--- config.mk ---
export PLATFORM = sky130hd
export DESIGN_NAME = flag_select_ctrl
export DESIGN_NICKNAME = d
export VERILOG_FILES = /design/src/rtl/flag_select_ctrl.sv
export SDC_FILE = /design/constraint.sdc
export NUM_CORES = 1
export LEC_CHECK = 0
export CORE_ASPECT_RATIO = 1.25
export CORE_MARGIN = 2
export CORE_UTILIZATION = 65
export DETAILED_ROUTE_END_ITERATION = 12
export DONT_BUFFER_PORTS = 1
export HOLD_SLACK_MARGIN = 0.06
export PLACE_DENSITY = 0.84
export SYNTH_ARGS = -nofsm -noshare
export SYNTH_HDL_FRONTEND = slang
export SYNTH_SLANG_ARGS = --single-unit
--- constraint.sdc ---
create_clock -name clk -period 7.2 [get_ports clk]
set_input_delay 1.08 -clock clk [delete_from_list [all_inputs] [get_ports clk]]
set_output_delay 1.08 -clock clk [all_outputs]
set_load 0.03 [all_outputs]
--- src/rtl/flag_select_ctrl.sv ---
// flag_select_ctrl
//   Front-end controller that turns raw TinyTapeout button inputs into the
//   flag index used by the flag lookup / VGA colour stage. Fully synchronous
//   on clk: per-button synchroniser, frame-based debounce FSM, press-event
//   generation, wrap-around index arithmetic against max_index, and an
//   optional slideshow auto-advance.
//
// Ports
//   clk        in   pixel clock
//   reset      in   synchronous active-high reset
//   frame_tick in   one-cycle pulse per frame (vertical blanking)
//   btn_clear  in   raw button: index := 0
//   btn_next   in   raw button: index + 1 with wrap
//   btn_prev   in   raw button: index - 1 with wrap
//   btn_load   in   raw button: index := min(load_value, max_index)
//   load_value in   [INDEX_W-1:0] load target, sampled on the event cycle
//   max_index  in   [INDEX_W-1:0] highest valid flag index
//   auto_en    in   slideshow enable (level)
//   index      out  [INDEX_W-1:0] current flag index (registered)
//   changed    out  one-cycle pulse with the first cycle of a new index
//
// Build option
//   FLAG_SELECT_HOLD_REPEAT_EN : when defined, holding next/prev repeats the
//   action after 30 frame ticks, then every 8 ticks.
//
// Debounce FSM (one instance per button, advances on frame_tick only)
//   state        | meaning
//   RELEASED     | button accepted as released
//   PRESS_WAIT   | sync level high, counting ticks before accepting press
//   HELD         | press accepted (event emitted on entry)
//   RELEASE_WAIT | sync level low, counting ticks before accepting release

module flag_select_ctrl #(
  parameter int INDEX_W         = 7,
  parameter int DEBOUNCE_FRAMES = 2,
  parameter int AUTO_FRAMES     = 300
) (
  input  logic               clk,
  input  logic               reset,
  input  logic               frame_tick,
  input  logic               btn_clear,
  input  logic               btn_next,
  input  logic               btn_prev,
  input  logic               btn_load,
  input  logic [INDEX_W-1:0] load_value,
  input  logic [INDEX_W-1:0] max_index,
  input  logic               auto_en,
  output logic [INDEX_W-1:0] index,
  output logic               changed
);

  localparam int NB    = 4;
  localparam int B_CLR = 0;
  localparam int B_NXT = 1;
  localparam int B_PRV = 2;
  localparam int B_LD  = 3;

  // Down-counters hold the number of further ticks still required.
  localparam logic [3:0] DB_INIT   = 4'(DEBOUNCE_FRAMES - 1);
  localparam logic [9:0] AUTO_INIT = 10'(AUTO_FRAMES);

  typedef enum logic [1:0] {
    RELEASED     = 2'd0,
    PRESS_WAIT   = 2'd1,
    HELD         = 2'd2,
    RELEASE_WAIT = 2'd3
  } db_state_t;

  logic [NB-1:0] btn_raw;
  logic [NB-1:0] sync1, sync2, sync3;

  db_state_t     db_state     [NB];
  db_state_t     db_state_nxt [NB];
  logic [3:0]    db_left      [NB];
  logic [3:0]    db_left_nxt  [NB];
  logic [NB-1:0] press_evt;

  logic          evt_clear, evt_next, evt_prev, evt_load;
  logic          any_btn_evt;
  logic [9:0]    auto_left;
  logic          auto_evt;

  logic [INDEX_W-1:0] idx_inc, idx_dec, idx_ld, idx_nxt;

  assign btn_raw = {btn_load, btn_prev, btn_next, btn_clear};

  // Two metastability flops plus a third stage that provides the sync level.
  always_ff @(posedge clk) begin
    if (reset) begin
      sync1 <= '0;
      sync2 <= '0;
      sync3 <= '0;
    end else begin
      sync1 <= btn_raw;
      sync2 <= sync1;
      sync3 <= sync2;
    end
  end

  always_ff @(posedge clk) begin
    for (int b = 0; b < NB; b++) begin
      if (reset) begin
        db_state[b] <= RELEASED;
        db_left[b]  <= '0;
      end else begin
        db_state[b] <= db_state_nxt[b];
        db_left[b]  <= db_left_nxt[b];
      end
    end
  end

  always_comb begin
    press_evt = '0;
    for (int b = 0; b < NB; b++) begin
      db_state_nxt[b] = db_state[b];
      db_left_nxt[b]  = db_left[b];
      if (frame_tick) begin
        case (db_state[b])
          RELEASED: begin
            if (sync3[b]) begin
              if (DEBOUNCE_FRAMES == 1) begin
                db_state_nxt[b] = HELD;
                press_evt[b]    = 1'b1;
              end else begin
                db_state_nxt[b] = PRESS_WAIT;
                db_left_nxt[b]  = DB_INIT;
              end
            end
          end
          PRESS_WAIT: begin
            if (!sync3[b]) begin
              db_state_nxt[b] = RELEASED;
            end else if (db_left[b] == 4'd1) begin
              db_state_nxt[b] = HELD;
              press_evt[b]    = 1'b1;
            end else begin
              db_left_nxt[b] = db_left[b] - 4'd1;
            end
          end
          HELD: begin
            if (!sync3[b]) begin
              if (DEBOUNCE_FRAMES == 1) begin
                db_state_nxt[b] = RELEASED;
              end else begin
                db_state_nxt[b] = RELEASE_WAIT;
                db_left_nxt[b]  = DB_INIT;
              end
            end
          end
          RELEASE_WAIT: begin
            if (sync3[b]) begin
              db_state_nxt[b] = HELD;
            end else if (db_left[b] == 4'd1) begin
              db_state_nxt[b] = RELEASED;
            end else begin
              db_left_nxt[b] = db_left[b] - 4'd1;
            end
          end
          default: db_state_nxt[b] = RELEASED;
        endcase
      end
    end
  end

`ifdef FLAG_SELECT_HOLD_REPEAT_EN
  localparam logic [4:0] REP_FIRST  = 5'd30;
  localparam logic [4:0] REP_PERIOD = 5'd8;

  // Slot 0 tracks btn_next, slot 1 tracks btn_prev.
  logic [4:0] rep_left [2];
  logic [1:0] rep_evt;
  logic [1:0] rep_count;

  always_comb begin
    rep_evt   = '0;
    rep_count = '0;
    for (int r = 0; r < 2; r++) begin
      // Only ticks that keep the button in HELD count; the tick that drops
      // into RELEASE_WAIT does not.
      rep_count[r] = frame_tick && (db_state[r+1] == HELD) &&
                     (db_state_nxt[r+1] == HELD);
      rep_evt[r]   = rep_count[r] && (rep_left[r] == 5'd1);
    end
  end

  always_ff @(posedge clk) begin
    for (int r = 0; r < 2; r++) begin
      if (reset || (db_state[r+1] != HELD)) begin
        rep_left[r] <= REP_FIRST;
      end else if (rep_count[r]) begin
        if (rep_left[r] == 5'd1) rep_left[r] <= REP_PERIOD;
        else                     rep_left[r] <= rep_left[r] - 5'd1;
      end
    end
  end

  assign evt_next    = press_evt[B_NXT] | rep_evt[0];
  assign evt_prev    = press_evt[B_PRV] | rep_evt[1];
  assign any_btn_evt = (|press_evt) | (|rep_evt);
`else
  assign evt_next    = press_evt[B_NXT];
  assign evt_prev    = press_evt[B_PRV];
  assign any_btn_evt = |press_evt;
`endif

  assign evt_clear = press_evt[B_CLR];
  assign evt_load  = press_evt[B_LD];

  // Slideshow timer: a press restarts the full interval so a manual step is
  // never followed immediately by an automatic one.
  always_ff @(posedge clk) begin
    if (reset || !auto_en || any_btn_evt) begin
      auto_left <= AUTO_INIT;
    end else if (frame_tick) begin
      if (auto_left == 10'd1) auto_left <= AUTO_INIT;
      else                    auto_left <= auto_left - 10'd1;
    end
  end

  assign auto_evt = auto_en && frame_tick && (auto_left == 10'd1);

  // An index above max_index (max_index shrank) is treated as out of range:
  // next goes to 0, prev goes to max_index.
  assign idx_inc = (index < max_index) ? index + INDEX_W'(1) : '0;
  assign idx_dec = ((index == '0) || (index > max_index)) ? max_index
                                                          : index - INDEX_W'(1);
  assign idx_ld  = (load_value > max_index) ? max_index : load_value;

  always_comb begin
    idx_nxt = index;
    if (evt_clear)     idx_nxt = '0;
    else if (evt_next) idx_nxt = idx_inc;
    else if (evt_prev) idx_nxt = idx_dec;
    else if (evt_load) idx_nxt = idx_ld;
    else if (auto_evt) idx_nxt = idx_inc;
  end

  always_ff @(posedge clk) begin
    if (reset) begin
      index   <= '0;
      changed <= 1'b0;
    end else begin
      index   <= idx_nxt;
      changed <= (idx_nxt != index);
    end
  end

endmodule

* Yosys cells after proc, flatten, opt, wreduce, memory -nomap -nowiden *
Memory sizes are Yosys's and may differ from the RTL's.
Index checks and enable logic that the tools add are counted.

operators by class
  muxes and demuxes = 96
  reduce and logical (&&, ||, !) cells = 12
  bitwise operators = 8
  equality and inequality tests = 18
  $lt $le $gt $ge = 3
  $add $sub $neg = 7

operators with widths
  operator                                                               number
  4-bit 2-to-1 mux                                                       28
  2-bit 2-to-1 mux                                                       32
  4-bit case mux with 4 select lines                                     4
  7-bit 2-to-1 mux                                                       8
  2-bit case mux with 4 select lines                                     4
  1-bit 2-to-1 mux                                                       19
  2-bit == test (second input constant)                                  8
  4-bit by 1-bit == test with 1-bit output (second input constant)       4
  4-bit by 1-bit subtractor with 4-bit output (second input constant)    4
  7-bit > comparator                                                     2
  10-bit by 1-bit == test with 1-bit output (second input constant)      1
  10-bit 2-to-1 mux                                                      1
  10-bit by 1-bit subtractor with 10-bit output (second input constant)  1
  2-bit by 1-bit == test with 1-bit output (second input constant)       4
  2-bit zero test                                                        4
  1-bit OR                                                               8
  7-bit by 1-bit adder with 7-bit output (second input constant)         1
  7-bit zero test                                                        1
  7-bit less-than comparator                                             1
  7-bit != test                                                          1
  7-bit by 1-bit subtractor with 7-bit output (second input constant)    1
  4-bit OR reduction                                                     1
  1-bit logical OR                                                       3
  1-bit logical AND                                                      2
  1-bit zero test                                                        1

word-level totals
  memories kept = 2
  word-level logic and storage cells = 152
  RAM bits = 24
  output and inout bits = 8
  bits of input ports = 22
  register bits = 30

memory list
  memory    depth  bits a word  read ports  clocked after memory_dff  wr ports  line  source
  db_left   4      4            4           0                         4         74    logic [3:0] db_left [NB];
  db_state  4      2            4           0                         4         72    db_state_t db_state [NB];

* Longest topological paths before layout *
  depth in word-level cells = 10
  gate-level depth with buffers = 12
  mapped depth without buffers = 10

* Worst setup path after synthesis *
No wires, ideal clock.

  path type = input port to flip-flop
  start point = in max_index[6]
  end point = reg changed
  data required time = 7.067 ns
  stages = 11
  setup slack = 3.874 ns
  data arrival time = 3.193 ns
  path buffers = 1
  library setup time = 0.133 ns
  cell sequence = inv_1 ha_1 a21oi_1 o21a_1 a21o_1 clkbuf_1 a211oi_1 or3_1 a32o_1 nor4b_1 a31oi_1

between the ends
  word-level cells in the longest chain between the ends = 8
  elaborated cells between the ends (all ways) = 13
  classes of those cells = order compare (3); eq/ne (1); mux (8); reduce/logical (1)

ends and longest elaborated chain
  what                        line  source
  start: declaration          46    input logic [INDEX_W-1:0] max_index,
  7-bit less-than comparator  224   assign idx_inc = (index < max_index) ? index + INDEX_W'(1) : '0;
  7-bit 2-to-1 mux            224
  7-bit 2-to-1 mux            235   else if (auto_evt) idx_nxt = idx_inc;
  7-bit 2-to-1 mux            234   else if (evt_load) idx_nxt = idx_ld;
  7-bit 2-to-1 mux            233   else if (evt_prev) idx_nxt = idx_dec;
  7-bit 2-to-1 mux (*)        232   else if (evt_next) idx_nxt = idx_inc;
  7-bit 2-to-1 mux (*)        231   if (evt_clear) idx_nxt = '0;
  7-bit != test (*)           244   changed <= (idx_nxt != index);
  end signal: assignment      244
  end: declaration            49    output logic changed

Every way passes the cells marked *; elsewhere a longest branch is shown, timed or not.
A chain may end at the register's enable or synchronous reset.

* Worst setup path in the final report *
  start point = reg index[4]
  end point = reg changed

between the ends
  word-level cells in the longest chain between the ends = 8
  elaborated cells between the ends (all ways) = 14
  classes of those cells = add/sub (2); order compare (2); eq/ne (1); mux (7); reduce/logical (2)

ends and longest elaborated chain
  what                                                                                  line  source
  start: declaration                                                                    48    output logic [INDEX_W-1:0] index,
  start signal: assignment                                                              243   index <= idx_nxt;
  7-bit by 1-bit adder with 7-bit output or 7-bit less-than comparator (tied branches)  224
  7-bit 2-to-1 mux                                                                      224
  7-bit 2-to-1 mux                                                                      235
  7-bit 2-to-1 mux                                                                      234
  7-bit 2-to-1 mux                                                                      233
  7-bit 2-to-1 mux                                                                      232
  7-bit 2-to-1 mux                                                                      231
  7-bit != test (*)                                                                     244

Marks and branches as above.

==> results.md <==
- CP required: 7.38 ns
- # IOs: 30
- Synth Cell Area: roughly 3900 um^2
- Die Span X: between 70 and 80 um
- Setup violators final: 0
- CTS tree: yes
- Final Total Pwr: approximately 0.52 mW
- Max FO, Critical Path: 16
- Hold Path Class: reg2reg
- RSZ-0062 raised after global routing: no
- DR iter-0 viols: approximately 340
- Grt total ovfl: 0
- Share of cells above drive strength 1: between 5 and 6%
- Final WL: between 8000 and 9000 um
- Asr flop ratio synth: 0%
- Site Rows: 31
- Max_slew headroom: around 18%
- Final setup TNS: 0 ns
- Initial core utilization: approximately two thirds
- Routability congestion estimate: approximately 1
- Max_cap viols: 0
- Port bufs: 0
- Mean post-synth cell area: slightly below 8 um^2
- Final Critical Period: around 3.8 ns
- Measured slew at the worst slew-check pin: ~1.2 ns
- Via count: roughly 3600
- Largest net degree at the start of global routing: 39
- Antenna cell count: 0
- Vias in the first global route: between 3000 and 4000
- Core Region: 5780 um^2
- Period utilization: 53.2%
- Num CTS Buffers: 5
- Initial DRT Pass Iterations: 6
- Vias/cell: approximately 6.7
- Postcts setup bufs: 0
- Filler cell count: about 490
- Final Max Tran Viols: 0
- Post-route ant nets: 0
- Final net count: 528
- Layout Area Growth over Synthesis: 1.94%
- Critical path capture point type: register
- Area leader, netlist: dfxtp_1
- Post-DP HPWL: 6600 um
- Static Leak: between 1.5 and 2 nW
- Routed wire length per instance: 16.4 um
- Max Clk Rate: around 260 MHz
- WP data arrival: 4.01 ns
- Crit Path Category: reg2reg
- Initial antenna violation count: 0
- Status: complete, no violations
- Ys flop type: dfxtp_1
- # hold bufs at CTS: 0
- Resized cells post-CTS: 0
- Final Hold Fails: 0
- Die area: approximately 6600 um^2
- Synth top area cells: dfxtp_1 28%, ha_1 10%, nor2_1 4.7%
- Seq cells post-synth: 54
- Gr usage total: around 28%
- Maximum vdd drop: roughly 0.00013 V
- Clk_skew: between 0.006 and 0.007 ns
- Worst Setup Start Kind: register
- Syn Nets: 547
- Root Buffer: clkbuf_8
- Synth top area share: about 28%
- Synth Warn #: 0
- First-pass GRT wire length: between 10000 and 15000 um
- Chip height: 90.3 um
- Most frequent cell after synthesis: dfxtp_1
- Netlist cell types: 63
- Synth top cells by count: 54 x dfxtp_1, 48 x nor2_1, 35 x nand2_1
- CTS H-tree lvls: 2
- Synthesized instance count: a little under 500
- Pwr/cell area: ~130 nW/um^2
- Max Root-Sink Buffers: 2
- Post-synthesis sequential area ratio: between 20 and 30%
- DRC viols: 0
- Worst-skew pair later-pin latency: around 0.30 ns
- Worst-path clk slew: about 0.10 ns
- Num Clock Sinks: 54
- Post-synth EDFFs: 0
[cell families (layout without fill, tap and decap cells)]
group	after synthesis	after routing	synth area share (%)
AO/OA/AOI/OAI	116	116	20.1
XOR/XNOR	23	23	5.20
adder cells (fa/ha/maj)	32	32	10.3
buffers and inverters	56	38	5.68
flip-flops	54	54	27.9
multiplexers	9	9	2.39
AND/OR/NAND/NOR	203	203	28.4
[cell type report]
class | count | area (um^2) | area share (%)
clock buffers | 5 | 68.8 | 1.74
clock inverters | 3 | 23.8 | 0.602
inverters | 28 | 105 | 2.66
multi-input cells | 383 | 2570 | 65.1
flip-flops and latches | 54 | 1080 | 27.4
well taps | 66 | 82.6 | 2.09
repair buffers | 2 | 15.0 | 0.380
[through the flow]
| stage | hold slack [ns] | cell area, um^2 | util (%) | setup slack [ns] | cells |
|---|---|---|---|---|---|
| 2_1_floorplan | 0.414 | 3870 | - | 3.87 | 493 |
| 3_3_place_gp | 0.415 | 3860 | 66.7 | 3.30 | 533 |
| 3_5_place_dp | 0.422 | 3860 | 66.7 | 3.20 | 533 |
| 4_1_cts | 0.443 | 3950 | 68.3 | 3.52 | 541 |
| 5_1_grt | 0.447 | 3950 | 68.3 | 3.05 | 541 |
| 6_report | 0.441 | 3950 | 68.3 | 3.37 | 541 |
[path summary, 6_finish.rpt]
path,slack (ns),end,from,cells past startpoint
setup / recovery,3.37,changed,index[4],9
hold / removal,0.44,sync2[1],sync1[1],1
setup reg to reg,3.37,changed,index[4],9
hold reg to reg,0.44,sync2[1],sync1[1],1
[cell usage in the layout, fill, tap and decap left out, types with 5 or more instances in the layout]
cell	netlist	routed
nand2b_1	6	6
nand3_1	12	12
a31oi_1	5	5
nor3_1	20	20
xor2_1	12	12
or3_1	5	5
o21ai_0	22	22
nor2b_1	15	15
nor2_1	48	48
mux2i_1	7	7
and3_1	7	7
a211oi_1	19	19
clkbuf_8	0	5
nand4_1	7	7
xnor2_1	11	11
dfxtp_1	54	54
nand3b_1	5	5
ha_1	32	32
nor4_1	13	13
inv_1	28	28
nor3b_1	6	6
a21oi_1	30	30
nand2_1	35	35
[where the power goes]
group / internal (mW) / total (mW) / leakage [nW] / switching (mW)
logic: 0.0205 / 0.0458 / 1.04 / 0.0253
registers: 0.305 / 0.309 / 0.438 / 0.00458
clock network: 0.0697 / 0.170 / 0.0408 / 0.0998
[worst max-delay path, stage by stage (launching register included)]
cell and delay, ns:
dfxtp_1 0.90, ha_1 0.29, a21oi_1 0.04, o21ai_1 0.93, nor2_1 0.35, a41oi_1 0.29, a211oi_1 0.14, a32o_1 0.25
nor4b_1 0.38, a31oi_1 0.13
[flip-flops by register name (all words and copies together), names as in the netlist, named ones only]
name / count
index: 7
db_state: 4
db_left: 16
sync2: 4
auto_left: 10
sync3: 4
changed: 1
sync1: 4
[layer usage]
layer  GRT usage, %  wire length, um  share of wire (%)  vias to the layer above
met3           4.91              605                6.8                       29
met5              0                0                  0                        -
met1           31.0             3570                 40                     1658
li1               -                -                  -                     1753
met2           47.9             4400                 49                      170
met4           15.3              312                3.5                        0
No activity file was read; power rests on OpenSTA's default activity.
